## config.mk

```make
export PLATFORM = sky130hd
export DESIGN_NAME = mdu_req_ctrl_flat
export DESIGN_NICKNAME = d
export VERILOG_FILES = /design/src/rtl/mdu_req_ctrl_pkg.sv /design/src/rtl/mdu_req_ctrl_if.sv /design/src/rtl/mdu_req_ctrl.sv /design/src/flat_wrapper.sv
export SDC_FILE = /design/constraint.sdc
export NUM_CORES = 1
export LEC_CHECK = 0
export CAP_MARGIN = 40
export CORE_AREA = 2 2 119 121
export DETAILED_ROUTE_END_ITERATION = 10
export DIE_AREA = 0 0 121 123
export PLACE_DENSITY = 0.83
export SETUP_SLACK_MARGIN = 0.5
export SYNTH_ARGS = -nofsm -noshare
export SYNTH_HDL_FRONTEND = slang
export SYNTH_SLANG_ARGS = --single-unit
```

## constraint.sdc

```tcl
create_clock -name clk -period 2.9 [get_ports clk]
set_clock_uncertainty 0.05 [all_clocks]
set_input_delay 0.58 -clock clk [delete_from_list [all_inputs] [get_ports clk]]
set_output_delay 0.58 -clock clk [all_outputs]
set_load 0.005 [all_outputs]
```

## src/rtl/mdu_req_ctrl_pkg.sv

```systemverilog
// MDU op codes and op-class helpers.
// Shared by the request controller and the MDU.
package mdu_req_ctrl_pkg;

  typedef enum logic [2:0] {
    OP_NONE  = 3'd0,
    OP_MULT  = 3'd1,
    OP_MULTU = 3'd2,
    OP_DIV   = 3'd3,
    OP_DIVU  = 3'd4,
    OP_MTHI  = 3'd5,
    OP_MTLO  = 3'd6
  } mdu_op_e;

  localparam int unsigned XLEN = 32;

  function automatic logic is_muldiv(
    input logic [2:0] op
  );
    return op inside {OP_MULT, OP_MULTU,
                      OP_DIV, OP_DIVU};
  endfunction

  function automatic logic is_mt(
    input logic [2:0] op
  );
    return op inside {OP_MTHI, OP_MTLO};
  endfunction

endpackage

```

## src/rtl/mdu_req_ctrl_if.sv

```systemverilog
// Request, MDU and response signals of the MDU controller.
// slave = controller side, master = pipeline/MDU side.
interface mdu_req_ctrl_if;
  import mdu_req_ctrl_pkg::*;

  logic            req_valid;
  logic            req_ready;
  logic [2:0]      req_op;
  logic [XLEN-1:0] req_a;
  logic [XLEN-1:0] req_b;
  logic            int_cancel;

  logic            mdu_start;
  logic [2:0]      mdu_op;
  logic [XLEN-1:0] mdu_a;
  logic [XLEN-1:0] mdu_b;
  logic            mdu_intreq;
  logic            mdu_busy;
  logic [XLEN-1:0] mdu_hi;
  logic [XLEN-1:0] mdu_lo;

  logic            rsp_valid;
  logic            rsp_ready;
  logic [XLEN-1:0] rsp_hi;
  logic [XLEN-1:0] rsp_lo;

  logic            hilo_stall;
  logic            timeout_err;

  modport slave (
    input  req_valid, req_op, req_a, req_b,
    input  int_cancel,
    output req_ready,
    output mdu_start, mdu_op, mdu_a, mdu_b,
    output mdu_intreq,
    input  mdu_busy, mdu_hi, mdu_lo,
    output rsp_valid, rsp_hi, rsp_lo,
    input  rsp_ready,
    output hilo_stall, timeout_err
  );

  modport master (
    output req_valid, req_op, req_a, req_b,
    output int_cancel,
    input  req_ready,
    input  mdu_start, mdu_op, mdu_a, mdu_b,
    input  mdu_intreq,
    output mdu_busy, mdu_hi, mdu_lo,
    input  rsp_valid, rsp_hi, rsp_lo,
    output rsp_ready,
    input  hilo_stall, timeout_err
  );

endinterface

```

## src/rtl/mdu_req_ctrl.sv

```systemverilog
// Issues one MDU op at a time, waits for completion
// with a busy timeout, and holds the HI/LO response.
module mdu_req_ctrl #(
  parameter int TIMEOUT_CYC = 15
) (
  input  logic          clk,
  input  logic          reset,
  mdu_req_ctrl_if.slave bus
);
  import mdu_req_ctrl_pkg::*;

  localparam int TW = $clog2(TIMEOUT_CYC + 1);
  localparam logic [TW-1:0] TMO_LAST =
    TW'(TIMEOUT_CYC - 1);

  typedef enum logic [1:0] {
    S_IDLE,
    S_ISSUE,
    S_WAIT,
    S_DONE
  } state_e;

  state_e          r_state;
  state_e          w_state_nxt;
  mdu_op_e         r_op;
  logic [XLEN-1:0] r_a;
  logic [XLEN-1:0] r_b;
  logic [XLEN-1:0] r_rsp_hi;
  logic [XLEN-1:0] r_rsp_lo;
  logic [TW-1:0]   r_tmo;
  logic            r_err;

  logic w_accept;
  logic w_cap;
  logic w_tmo_hit;
  logic w_issue;

  always_ff @(posedge clk) begin
    if (!reset) r_state <= S_IDLE;
    else        r_state <= w_state_nxt;
  end

  always_comb begin
    w_state_nxt = r_state;
    w_accept    = 1'b0;
    w_cap       = 1'b0;
    w_tmo_hit   = 1'b0;
    unique case (r_state)
      S_IDLE: begin
        if (bus.req_valid &&
            (is_muldiv(bus.req_op) ||
             is_mt(bus.req_op))) begin
          w_accept    = 1'b1;
          w_state_nxt = S_ISSUE;
        end
      end
      S_ISSUE: begin
        if (bus.int_cancel || is_mt(r_op))
          w_state_nxt = S_IDLE;
        else
          w_state_nxt = S_WAIT;
      end
      S_WAIT: begin
        // Result is valid on the first non-busy WAIT cycle.
        if (!bus.mdu_busy) begin
          w_cap       = 1'b1;
          w_state_nxt = S_DONE;
        end else if (r_tmo == TMO_LAST) begin
          w_tmo_hit   = 1'b1;
          w_state_nxt = S_DONE;
        end
      end
      S_DONE: begin
        if (bus.rsp_ready)
          w_state_nxt = S_IDLE;
      end
      default: w_state_nxt = S_IDLE;
    endcase
  end

  always_ff @(posedge clk) begin
    if (!reset) begin
      r_op     <= OP_NONE;
      r_a      <= '0;
      r_b      <= '0;
      r_rsp_hi <= '0;
      r_rsp_lo <= '0;
      r_tmo    <= '0;
      r_err    <= 1'b0;
    end else begin
      if (w_accept) begin
        r_op <= mdu_op_e'(bus.req_op);
        r_a  <= bus.req_a;
        r_b  <= bus.req_b;
      end
      if (r_state == S_ISSUE)
        r_tmo <= '0;
      else if (r_state == S_WAIT && bus.mdu_busy)
        r_tmo <= r_tmo + TW'(1);
      if (w_cap) begin
        r_rsp_hi <= bus.mdu_hi;
        r_rsp_lo <= bus.mdu_lo;
      end else if (w_tmo_hit) begin
        r_rsp_hi <= '0;
        r_rsp_lo <= '0;
        r_err    <= 1'b1;
      end
    end
  end

  assign w_issue = (r_state == S_ISSUE);

  assign bus.req_ready   = (r_state == S_IDLE);
  assign bus.mdu_start   = w_issue && is_muldiv(r_op);
  assign bus.mdu_op      = w_issue ? r_op : OP_NONE;
  assign bus.mdu_a       = r_a;
  assign bus.mdu_b       = r_b;
  assign bus.mdu_intreq  = w_issue && bus.int_cancel;
  assign bus.rsp_valid   = (r_state == S_DONE);
  assign bus.rsp_hi      = r_rsp_hi;
  assign bus.rsp_lo      = r_rsp_lo;
  assign bus.hilo_stall  = (r_state != S_IDLE) ||
                           bus.mdu_busy;
  assign bus.timeout_err = r_err;

endmodule

```

## src/flat_wrapper.sv

```systemverilog
// flat-port wrapper written by rule: the top's interface ports become plain ports
module mdu_req_ctrl_flat import mdu_req_ctrl_pkg::*;
#(
  parameter int TIMEOUT_CYC = 15
)
  (clk, reset, bus_req_valid, bus_req_op, bus_req_a, bus_req_b, bus_int_cancel, bus_req_ready, bus_mdu_start, bus_mdu_op, bus_mdu_a, bus_mdu_b, bus_mdu_intreq, bus_mdu_busy, bus_mdu_hi, bus_mdu_lo, bus_rsp_valid, bus_rsp_hi, bus_rsp_lo, bus_rsp_ready, bus_hilo_stall, bus_timeout_err);
  mdu_req_ctrl_if bus_i ();
  input  logic clk;
  input  logic reset;
  input wire logic [$bits(bus_i.req_valid)-1:0] bus_req_valid;
  input wire logic [$bits(bus_i.req_op)-1:0] bus_req_op;
  input wire logic [$bits(bus_i.req_a)-1:0] bus_req_a;
  input wire logic [$bits(bus_i.req_b)-1:0] bus_req_b;
  input wire logic [$bits(bus_i.int_cancel)-1:0] bus_int_cancel;
  output wire logic [$bits(bus_i.req_ready)-1:0] bus_req_ready;
  output wire logic [$bits(bus_i.mdu_start)-1:0] bus_mdu_start;
  output wire logic [$bits(bus_i.mdu_op)-1:0] bus_mdu_op;
  output wire logic [$bits(bus_i.mdu_a)-1:0] bus_mdu_a;
  output wire logic [$bits(bus_i.mdu_b)-1:0] bus_mdu_b;
  output wire logic [$bits(bus_i.mdu_intreq)-1:0] bus_mdu_intreq;
  input wire logic [$bits(bus_i.mdu_busy)-1:0] bus_mdu_busy;
  input wire logic [$bits(bus_i.mdu_hi)-1:0] bus_mdu_hi;
  input wire logic [$bits(bus_i.mdu_lo)-1:0] bus_mdu_lo;
  output wire logic [$bits(bus_i.rsp_valid)-1:0] bus_rsp_valid;
  output wire logic [$bits(bus_i.rsp_hi)-1:0] bus_rsp_hi;
  output wire logic [$bits(bus_i.rsp_lo)-1:0] bus_rsp_lo;
  input wire logic [$bits(bus_i.rsp_ready)-1:0] bus_rsp_ready;
  output wire logic [$bits(bus_i.hilo_stall)-1:0] bus_hilo_stall;
  output wire logic [$bits(bus_i.timeout_err)-1:0] bus_timeout_err;
  assign bus_i.req_valid = bus_req_valid;
  assign bus_i.req_op = bus_req_op;
  assign bus_i.req_a = bus_req_a;
  assign bus_i.req_b = bus_req_b;
  assign bus_i.int_cancel = bus_int_cancel;
  assign bus_req_ready = bus_i.req_ready;
  assign bus_mdu_start = bus_i.mdu_start;
  assign bus_mdu_op = bus_i.mdu_op;
  assign bus_mdu_a = bus_i.mdu_a;
  assign bus_mdu_b = bus_i.mdu_b;
  assign bus_mdu_intreq = bus_i.mdu_intreq;
  assign bus_i.mdu_busy = bus_mdu_busy;
  assign bus_i.mdu_hi = bus_mdu_hi;
  assign bus_i.mdu_lo = bus_mdu_lo;
  assign bus_rsp_valid = bus_i.rsp_valid;
  assign bus_rsp_hi = bus_i.rsp_hi;
  assign bus_rsp_lo = bus_i.rsp_lo;
  assign bus_i.rsp_ready = bus_rsp_ready;
  assign bus_hilo_stall = bus_i.hilo_stall;
  assign bus_timeout_err = bus_i.timeout_err;
  mdu_req_ctrl #(.TIMEOUT_CYC(TIMEOUT_CYC)) u_core (.clk(clk), .reset(reset), .bus(bus_i));
endmodule
```

## After elaboration in Yosys (flattened, before gate mapping)

Index checks and enable logic that the tools add are counted.

| operators by class | value |
|---|---|
| $lt $le $gt $ge | 0 |
| divide/modulo/power cells | 0 |
| bitwise logic cells | 2 |
| $add $sub $neg | 1 |
| shift-type cells | 0 |
| multiplexer cells | 17 |
| multiply operators | 0 |
| reductions and logical operators | 17 |
| equal/unequal tests | 19 |

Operator list:

| kind | count |
|---|---|
| 32-bit 2-to-1 mux | 3 |
| 3-bit == test (second input constant) | 6 |
| 3-bit by 2-bit == test with 1-bit output (second input constant) | 4 |
| 2-bit 2-to-1 mux | 5 |
| 2-bit case mux with 4 select lines | 1 |
| 2-bit nonzero test | 4 |
| 4-bit nonzero test | 2 |
| 1-bit 2-to-1 mux | 7 |
| 3-bit by 1-bit == test with 1-bit output (second input constant) | 2 |
| 4-bit by 1-bit adder with 4-bit output (second input constant) | 1 |
| 2-bit == test (second input constant) | 2 |
| 4-bit == test (second input constant) | 1 |
| 1-bit logical AND | 4 |
| 2-bit by 1-bit != test with 1-bit output (second input constant) | 2 |
| 1-bit logical OR | 3 |
| 3-bit 2-to-1 mux | 1 |
| 3-bit by 2-bit != test with 1-bit output (second input constant) | 1 |
| 3-bit AND reduction | 1 |
| 2-bit by 1-bit == test with 1-bit output (second input constant) | 1 |
| 2-bit logical NOT | 1 |
| 1-bit NOT | 2 |
| 2-bit AND reduction | 1 |
| 2-bit OR reduction | 1 |

| storage, ports and cells | value |
|---|---|
| input bits | 137 |
| memory bits (read-only) | 0 |
| bits in latches | 0 |
| memories kept | 0 |
| output and inout port bits | 137 |
| RAM bits | 0 |
| flip-flop bits (word level) | 138 |

## Logic depth before layout (Yosys ltp)

Gate-level depths: netlist of run 1.

| logic depth | value |
|---|---|
| word-level depth | 6 |
| gate-level depth with buffers | 7 |
| depth with buffers taken out | 5 |

## Worst setup path before layout of run 1

OpenSTA, ideal clock, no wires.

| timing | value |
|---|---|
| path type | reg-to-output |
| start | register with a tool-made name |
| end | output port bus_mdu_intreq |
| path buffers | 2 |
| stages on the path, launching flop included | 5 |
| slack | 1212 ps |
| data arrival time | 1058 ps |
| path through | dfxtp_1 buf_2 clkbuf_1 nor2_1 and2_1 |

RTL lines:

| element | RTL line | source |
|---|---|---|
| to (decl) | flat_wrapper.sv:20 | `output wire logic [$bits(bus_i.mdu_intreq)-1:0] bus_mdu_intreq;` |

## Worst setup path in the final report of run 1

| timing | value |
|---|---|
| start | input port bus_int_cancel |
| end | output port bus_mdu_intreq |

| between the ends | value |
|---|---|
| cells in the longest elaborated chain, start to end | 1 |

Ends and longest elaborated chain:

| element | RTL line | source |
|---|---|---|
| from (decl) | flat_wrapper.sv:14 | `input wire logic [$bits(bus_i.int_cancel)-1:0] bus_int_cancel;` |
| 1-bit logical AND | mdu_req_ctrl.sv:118 | `assign bus.mdu_intreq = w_issue && bus.int_cancel;` |

Every way passes these cells.

==> impl_metrics.json, run 1 <==
{
  "postSynthNetCount": 790,
  "yosys.area_share.xor_xnor": 0.00301,
  "reg2reg_depth": 5,
  "clockBufferDepth": 2,
  "switching_share": 0.235,
  "cp-startpoint": "bus_int_cancel",
  "post-route-util": 0.669,
  "setup_viol_count_final": 0,
  "register_area_um2": 2760,
  "highest_layer": "met4",
  "die_h_um": 123,
  "synthCells": 651,
  "route.met3.wl_mm": 1.51,
  "clkPwrFrac": 0.405,
  "grt_pass1_vias": 5188,
  "overflow": 0,
  "clk_latency_ps": 410,
  "ys_warn_count": 0,
  "synth.distinct_cells": 35,
  "crit_type": "in2out",
  "final_hold_viol_count": 0,
  "ant_nets": 0,
  "drv_cap": 0,
  "rrSetupSlack_ps": 830,
  "hold_depth": 2,
  "peakVddDrop_v": 0.000333,
  "tns_ps": 0,
  "initial_core_util": 0.428,
  "synth_top_family_by_area": "compound AO/OA/AOI/OAI gates",
  "synth_simple_gate_area_frac": 0.167,
  "p_comb_frac": 0.171,
  "root_buffer": "clkbuf_16",
  "status": "finished, final reports clean",
  "cts_setup_buffers": 0,
  "fin_crit_sh": 0.801,
  "n_antenna_cell": 0,
  "io_buffers": 273,
  "grt_start_max_net_pins": 129,
  "hold_path.class": "reg2reg",
  "synth_compound_area_frac": 0.169,
  "vias": 5522,
  "arrival_ps": 1690,
  "cp-end-kind": "primary output",
  "p_per_area_nw_per_um2": 534,
  "final_nets": 1031,
  "critPathMaxFanout": 2,
  "coreArea_um2": 13600,
  "crit_path_end": "bus_mdu_intreq",
  "drive_gt1_frac": 0.0523,
  "route.final.wire_length_mm": 16.5,
  "grt_pass1_wl_mm": 26.1,
  "synth-seq-cells": 138,
  "tritoncts": "done",
  "drt-met1-wl_mm": 6.68,
  "critical_path_required_ps": 2270,
  "synthMuxAreaShare": 0.115,
  "rows": 43,
  "netlist_area_um2": 5820,
  "clk_pin_slew_worst_paths_ps": 50,
  "p_sw_uw": 1140,
  "p_int_uw": 3730,
  "dp_hpwl_mm": 11.2,
  "routed-wl-met2_mm": 7.96,
  "drt_iter0_markers": 401,
  "cts_buffers": 17,
  "layout_min_cycle_time_ps": 2320,
  "worst_setup_path_start_kind": "primary input",
  "max_slew.worst_pin.slew_ps": 584,
  "viasPerCell": 5.12,
  "p_seq_frac": 0.423,
  "dr.pass1.iters": 4,
  "die_w_um": 121,
  "multi_input_area_um2": 2690,
  "synthAdderAreaFrac": 0.00430,
  "io_pins": 274,
  "final_max_slew_viol_count": 0,
  "p_leak_uw": 0.00321,
  "routedWlPerCell_um": 15.3,
  "dieArea_um2": 14900,
  "relSlewSlack": 0.610,
  "route.detailed.drc": 0,
  "r2r-end": "u_core.bus.rsp_lo[3]",
  "timing.fmax_ghz": 0.431,
  "syn_area_per_cell_um2": 8.94,
  "gp_congestion": 0.780,
  "grt_use_total": 0.221,
  "grt_setup_unrepaired": "false",
  "antenna_found_initial": 0,
  "hold_ws_ps": 401,
  "synth-seq-area-share": 0.475,
  "clock-sinks": 138,
  "area_delta_synth_final_pct": 56.5,
  "htree_levels": 4,
  "fill_cells": 1071
}
state kept, by name, indices dropped and copies added (netlist names), named ones only:
name	cells
u_core.bus.mdu_a	32
u_core.bus.mdu_b	32
u_core.bus.rsp_hi	32
u_core.bus.rsp_lo	32
u_core.r_tmo	4
u_core.r_op	3
u_core.bus.timeout_err	1
u_core.r_state	1
power by group through the flow:
stage | sequential, uW | clock [uW] | combinational (uW)
global placement | 2100 | 0 | 826
detailed placement | 2100 | 0 | 833
floorplan | 2100 | 0 | 359
finish | 2060 | 1970 | 834
CTS | 2060 | 2010 | 839
global route | 2070 | 2120 | 901
layer usage:
layer,up-vias,track usage
li1,2773,-
met1,2522,0.261
met2,200,0.362
met3,27,0.0872
met4,0,0.0828
met5,-,0
worst max-delay path, stage by stage:
cell             delay, ps
clkdlybuf4s50_1        480
and2_1                 120
clkdlybuf4s50_1        510
what timing repair did:
action | 4_1_cts | 5_1_grt
cloned | 0 | 0
gates resized for setup | 3 | 3
setup endpoints to repair | 5 | 5
hold buffers | 0 | 0
cell type report:
cell class | instances | share of cell area
repair buffers | 284 | 0.317
clock buffers | 22 | 0.0531
well taps | 180 | 0.0247
inverters | 3 | 0.00124
clock inverters | 4 | 0.00494
multi-input cells | 448 | 0.296
flip-flops and latches | 138 | 0.303
worst min-delay path by stage:
stage	start	end
after floorplan	u_core.bus.mdu_a[0]	u_core.bus.mdu_a[0]
final	u_core.bus.mdu_b[28]	u_core.bus.mdu_b[28]
after global routing	u_core.bus.mdu_a[20]	u_core.bus.mdu_a[20]
after CTS	u_core.bus.mdu_b[22]	u_core.bus.mdu_b[22]
after global placement	u_core.bus.mdu_b[29]	u_core.bus.mdu_b[29]
after detailed placement	u_core.bus.mdu_b[18]	u_core.bus.mdu_b[18]
stage by stage:
step | instances | instance area, um^2 | total power (uW) | setup WS, ps
floorplan | 651 | 5820 | 2460 | 1210
global placement | 1053 | 8570 | 2920 | 507
detailed placement | 1053 | 8570 | 2930 | 465
CTS | 1079 | 9100 | 4910 | 543
global route | 1079 | 9110 | 5090 | 536
finish | 1079 | 9110 | 4870 | 578
cells by family after synthesis:
logic type,after synthesis
xor+xnor,2
mux,67
buf+inv,65
fa+ha+maj,2
simple gates,234
compound gates,143
flops,138
Yosys cell counts:
master / n / share of area
nand4b_1: 1 / 0.0015
nor2_4: 1 / 0.0019
nor2_1: 3 / 0.0019
o21ai_0: 4 / 0.0034
or3_1: 1 / 0.0011
nand2_1: 201 / 0.13
a21oi_1: 67 / 0.058
nor2b_1: 4 / 0.0043
nand3b_1: 1 / 0.0013
and2_1: 6 / 0.0064
and3_1: 1 / 0.0011
mux2i_1: 67 / 0.12
buf_6: 15 / 0.029
buf_4: 7 / 0.0090
nand2b_1: 4 / 0.0043
a211oi_1: 1 / 0.0013
and4b_1: 1 / 0.0017
inv_1: 3 / 0.0019
nor3_1: 2 / 0.0017
a31o_2: 1 / 0.0015
nand4_1: 1 / 0.0011
clkbuf_1: 31 / 0.020
nand3_1: 4 / 0.0034
a221oi_1: 1 / 0.0015
o21a_1: 1 / 0.0013
ha_1: 2 / 0.0043
a311oi_1: 64 / 0.096
xor2_1: 2 / 0.0030
a31oi_1: 2 / 0.0021
buf_2: 9 / 0.0077
o211a_1: 1 / 0.0017
nor3b_2: 1 / 0.0021
dfxtp_1: 138 / 0.47
and3b_1: 2 / 0.0030
o2111a_1: 1 / 0.0019
placed cells by master, fill, tap and decap left out, drive strengths merged:
cell	count
a211oi	1
a21oi	67
a221oi	1
a311oi	64
a31o	1
a31oi	2
and2	6
and3	1
and3b	2
and4b	1
buf	12
bufinv	1
clkbuf	22
clkdlybuf4s50	270
clkinv	3
dfxtp	138
dlygate4sd2	1
dlymetal6s2s	1
ha	2
inv	3
mux2i	67
nand2	201
nand2b	4
nand3	4
nand3b	1
nand4	1
nand4b	1
nor2	4
nor2b	4
nor3	2
nor3b	1
o2111a	1
o211a	1
o21a	1
o21ai	4
or3	1
xor2	2
Note: power is estimated with default switching activity, not from simulation.
==> run 2, diff against run 1 <==
--- a/config.mk
+++ b/config.mk
@@ -6,10 +6,10 @@
 export NUM_CORES = 1
 export LEC_CHECK = 0
 export CAP_MARGIN = 40
-export CORE_AREA = 2 2 119 121
+export CORE_AREA = 2 2 123 125
 export DETAILED_ROUTE_END_ITERATION = 10
-export DIE_AREA = 0 0 121 123
-export PLACE_DENSITY = 0.83
+export DIE_AREA = 0 0 125 127
+export PLACE_DENSITY = 0.79
 export SETUP_SLACK_MARGIN = 0.5
 export SYNTH_ARGS = -nofsm -noshare
 export SYNTH_HDL_FRONTEND = slang
==> constraint.sdc (replaced) <==
create_clock -name clk -period 2.3 [get_ports clk]
set_clock_uncertainty 0.05 [all_clocks]
set_input_delay 0.46 -clock clk [delete_from_list [all_inputs] [get_ports clk]]
set_output_delay 0.46 -clock clk [all_outputs]
set_load 0.005 [all_outputs]
==> impl_metrics.json, run 2 (synthesis results as in run 1) <==
{
  "arrival_ps": 2330,
  "slowest_delay_ps": 340,
  "drive_gt1_frac": 0.222,
  "cts_buffers": 17,
  "hold_path_startpoint": "reset",
  "io_pins": 274,
  "rows": 44,
  "clk_pin_slew_worst_paths_ps": 60,
  "setup_viol_count_final": 0,
  "grt_setup_unrepaired": "true",
  "route.detailed.drc": 0,
  "coreArea_um2": 14400,
  "die_h_um": 127,
  "gp_congestion": 0.800,
  "drv_cap": 0,
  "tritoncts": "done",
  "cp_slowest_cell": "dfxtp_2",
  "htree_levels": 4,
  "grt_pass1_wl_mm": 28.3,
  "cp-end-kind": "register",
  "worst_path_most_repeated_cell": "buf_6",
  "grt_use_total": 0.217,
  "initial_core_util": 0.404,
  "worst_setup_path_start_kind": "register",
  "antenna_found_initial": 0,
  "p_leak_uw": 0.00481,
  "clockBufferDepth": 2,
  "critical_path_required_ps": 2560,
  "layout_common_cells": "clkdlybuf4s50_1, nand2_1, dfxtp_1, mux2i_1, a21oi_1",
  "path_delay_family": "buffers and inverters",
  "tns_ps": 0,
  "route.final.wire_length_mm": 20.6,
  "hold_end": "u_core.bus.mdu_a[2]",
  "peakVddDrop_v": 0.000488,
  "r2r-end": "u_core.bus.rsp_hi[8]",
  "final_max_slew_viol_count": 0,
  "root_buffer": "clkbuf_16",
  "reg2reg_depth": 10,
  "viasPerCell": 5.29,
  "overflow": 0,
  "hold_path.class": "in2reg",
  "post-route-util": 0.734,
  "grt_pass1_vias": 5556,
  "max_slew.worst_pin.slew_ps": 373,
  "crit_chain": "buf_6, buf_6, buf_6, buf_6, nor3b_4, buf_6, buf_12, clkbuf_16, a21oi_1, a311oi_1",
  "timing.fmax_ghz": 0.483,
  "grt_start_max_net_pins": 87,
  "dr.pass1.iters": 4,
  "p_per_area_nw_per_um2": 659,
  "io_buffers": 273,
  "die_w_um": 125,
  "status": "finished, final reports clean",
  "drt_iter0_markers": 414,
  "clk_latency_ps": 420,
  "fin_crit_sh": 0.901,
  "rrSetupSlack_ps": 230,
  "hold_buffers": 0,
  "routedWlPerCell_um": 18.1,
  "vias": 6032,
  "ant_nets": 0,
  "dieArea_um2": 15900,
  "hold_depth": 3,
  "final_common_cell": "clkdlybuf4s50_1",
  "layout_min_cycle_time_ps": 2070,
  "final_nets": 1082,
  "relSlewSlack": 0.751,
  "clock-sinks": 138,
  "final_hold_viol_count": 0,
  "n_antenna_cell": 0,
  "crit_type": "reg2reg",
  "area_delta_synth_final_pct": 81.9,
  "r2r-start": "u_core.r_state[0]",
  "dp_hpwl_mm": 11.6,
  "critPathMaxFanout": 7,
  "crit_buf_inv": 7
}
## run 2: how the worst max path moves through the flow
stage / depth (start not counted) / to / from
2_1_floorplan: 4 / bus_mdu_intreq / register
3_3_place_gp: 3 / bus_hilo_stall / bus_mdu_busy
3_5_place_dp: 7 / u_core.bus.rsp_lo[29] / bus_mdu_busy
4_1_cts: 4 / bus_hilo_stall / u_core.r_state[0]
5_1_grt: 10 / u_core.bus.rsp_hi[8] / u_core.r_state[0]
6_report: 10 / u_core.bus.rsp_hi[8] / u_core.r_state[0]
## run 2: tightest hold or removal path, delay by kind of cell
kind / cells / cell delay [ps]
buf+inv: 1 / 160
mux: 1 / 60
simple gates: 1 / 70
## run 2: cell type report
type / instances / area [um^2]
tap: 184 / 230
clock buffer: 21 / 460
multi-input combinational: 449 / 3130
fill: 993 / 3830
timing repair buffer: 334 / 3780
sequential: 138 / 2790
inverter: 3 / 13.8
clock inverter: 11 / 191
## run 2: where the power goes
| group | internal [uW] | switching (uW) | total (uW) |
|---|---|---|---|
| Clock | 1980 | 1060 | 3040 |
| Combinational | 771 | 567 | 1340 |
| Sequential | 2530 | 75.7 | 2600 |
## run 2: timing repair
action,in CTS,in global routing
resized for setup,88,173
pin swaps,9,73
setup endpoints to repair,58,179
setup buffers,12,9
gates cloned,3,18
## run 2: per-layer routing
metal / global-route usage / wire [um] / share of wire / vias up
li1: - / - / - / 2886
met1: 0.244 / 8010 / 0.39 / 2850
met2: 0.380 / 10500 / 0.51 / 242
met3: 0.0674 / 1360 / 0.066 / 54
met4: 0.0987 / 735 / 0.036 / 0
met5: 0 / 0 / 0 / -
## run 2: through the flow
stage	hold WS, ps	cells	total power [uW]	area, um^2	setup slack [ps]
5_1_grt	326	1140	7230	10600	159
4_1_cts	314	1113	6800	9550	337
3_5_place_dp	395	1066	3720	8690	102
6_report	335	1140	6980	10600	228
3_3_place_gp	391	1066	3710	8690	156
2_1_floorplan	401	651	3100	5820	732
==> run 3, diff against run 2 <==
--- a/config.mk
+++ b/config.mk
@@ -9,6 +9,7 @@
 export CORE_AREA = 2 2 123 125
 export DETAILED_ROUTE_END_ITERATION = 10
 export DIE_AREA = 0 0 125 127
+export MAX_ROUTING_LAYER = met4
 export PLACE_DENSITY = 0.79
 export SETUP_SLACK_MARGIN = 0.5
 export SYNTH_ARGS = -nofsm -noshare
==> constraint.sdc (replaced) <==
create_clock -name clk -period 2.3 [get_ports clk]
set_clock_uncertainty 0.05 [all_clocks]
set_input_delay 0.46 -clock clk [delete_from_list [all_inputs] [get_ports clk]]
set_output_delay 0.46 -clock clk [all_outputs]
set_load 0.05 [all_outputs]
==> impl_metrics.json, run 3 (synthesis results as in run 1) <==
{
  "io_pins": 274,
  "viasPerCell": 5.06,
  "antenna_found_initial": 1,
  "arrival_ps": 1360,
  "rrSetupSlack_ps": 620,
  "reg2reg_depth": 6,
  "place_worst_setup_slack_ps": 165,
  "hold_path_startpoint": "reset",
  "hold_path.class": "in2reg",
  "cp-end-kind": "primary output",
  "post-route-util": 0.627,
  "io_buffers": 273,
  "dp_hpwl_mm": 11.4,
  "hold_depth": 2,
  "route.final.wire_length_mm": 17.0,
  "finalWorstSetupSlack_ps": 430,
  "p_per_area_nw_per_um2": 756,
  "timing.fmax_ghz": 0.535,
  "clk_pin_slew_worst_paths_ps": 60,
  "area_delta_synth_final_pct": 55.3,
  "r2r-start": "u_core.r_state[0]",
  "vias": 5553,
  "root_buffer": "clkbuf_16",
  "grt_pass1_wl_mm": 26.7,
  "final_hold_viol_count": 0,
  "final_max_slew_viol_count": 0,
  "grt_use_total": 0.213,
  "fin_crit_sh": 0.813,
  "drive_gt1_frac": 0.178,
  "critPathMaxFanout": 4,
  "drv_cap": 0,
  "htree_levels": 4,
  "crit_type": "reg2out",
  "final_common_cell": "nand2_1",
  "max_slew.worst_pin.slew_ps": 732,
  "dr.pass1.iters": 4,
  "ant_nets": 0,
  "coreArea_um2": 14400,
  "worst_setup_path_start_kind": "register",
  "relSlewSlack": 0.512,
  "clk_latency_ps": 410,
  "status": "finished, final reports clean",
  "gp_congestion": 0.832,
  "layout_common_cells": "nand2_1, clkdlybuf4s50_1, dfxtp_1, clkbuf_2",
  "final_nets": 1040,
  "tritoncts": "done",
  "dieArea_um2": 15900,
  "rows": 44,
  "peakVddDrop_v": 0.000540,
  "clock-sinks": 138,
  "die_h_um": 127,
  "initial_core_util": 0.404,
  "cts_buffers": 17,
  "setup_viol_count_final": 0,
  "grt_start_max_net_pins": 123,
  "layout_min_cycle_time_ps": 1870,
  "hold_buffers": 0,
  "clockBufferDepth": 2,
  "grt_pass1_vias": 5228,
  "routedWlPerCell_um": 15.5,
  "critical_path_required_ps": 1790,
  "die_w_um": 125,
  "p_leak_uw": 0.00346,
  "overflow": 0,
  "route.detailed.drc": 0,
  "drt_iter0_markers": 335,
  "grt_setup_unrepaired": "true",
  "r2r-end": "u_core.bus.rsp_hi[27]",
  "tns_ps": 0
}
-- run 3: cell count changes in the layout (fill, tap and decap cells not counted), sizes merged, moves of 27 or more --
cell / delta
clkbuf: +60
dlymetal6s2s: -46
clkdlybuf4s50: -47
clkdlybuf4s15: +56
dlygate4sd2: -35
buf: -27
-- run 3: worst max-delay path, cell delays in order (launching register included) --
cell and delay [ps]:
dfxtp_4 370, clkinvlp_4 140, nor2_4 140, and2_4 170
buf_12 130
-- run 3: power breakdown --
| group | internal, uW | total [uW] | switching [uW] |
|---|---|---|---|
| Clock | 1780 | 2760 | 984 |
| Sequential | 2530 | 2600 | 73.4 |
| Combinational | 571 | 1470 | 899 |
| Total | 4880 | 6830 | 1960 |
-- run 3: stage by stage --
| stage | hold slack (ps) | power, uW | std cells | instance area [um^2] |
|---|---|---|---|---|
| floorplan | 417 | 3560 | 651 | 5830 |
| global placement | 391 | 4150 | 1059 | 8660 |
| detailed placement | 396 | 4160 | 1059 | 8660 |
| CTS | 331 | 6910 | 1094 | 9300 |
| global route | 350 | 7110 | 1097 | 9040 |
| finish | 353 | 6830 | 1097 | 9040 |
-- run 3: worst max path at each step --
stage | startpoint | endpoint | slack, ps | cells after the start
3_5_place_dp | bus_mdu_busy | u_core.bus.rsp_lo[10] | 160 | 5
5_1_grt | u_core.r_state[0] | bus_mdu_op[1] | 350 | 4
3_3_place_gp | bus_mdu_busy | bus_hilo_stall | 260 | 3
6_report | u_core.r_state[0] | bus_mdu_op[1] | 430 | 4
2_1_floorplan | register | bus_rsp_valid | 450 | 3
4_1_cts | u_core.r_state[0] | bus_mdu_op[1] | 370 | 4
-- run 3: cell type report --
class | instances | area, um^2
Timing Repair Buffer | 293 | 2700
Inverter | 3 | 15.0
Clock inverter | 7 | 116
Sequential cell | 138 | 2770
Multi-Input combinational cell | 448 | 2720
Antenna cell | 1 | 2.50
Clock buffer | 23 | 478
Tap cell | 184 | 230
Fill cell | 1248 | 5380
-- run 3: routing by layer --
metal | wire length, um | GRT usage | vias up | part of all wire
li1 | - | - | 2792 | -
met1 | 7190 | 0.251 | 2550 | 0.42
met2 | 8270 | 0.340 | 169 | 0.49
met3 | 925 | 0.0599 | 42 | 0.054
met4 | 590 | 0.0948 | 0 | 0.035
met5 | 0 | - | - | 0
-- run 3: what timing repair did --
action,4_1_cts,5_1_grt
gates resized for setup,245,120
setup buffers,5,1
gates cloned,0,1
pin swaps,2,3
setup endpoints to repair,137,111
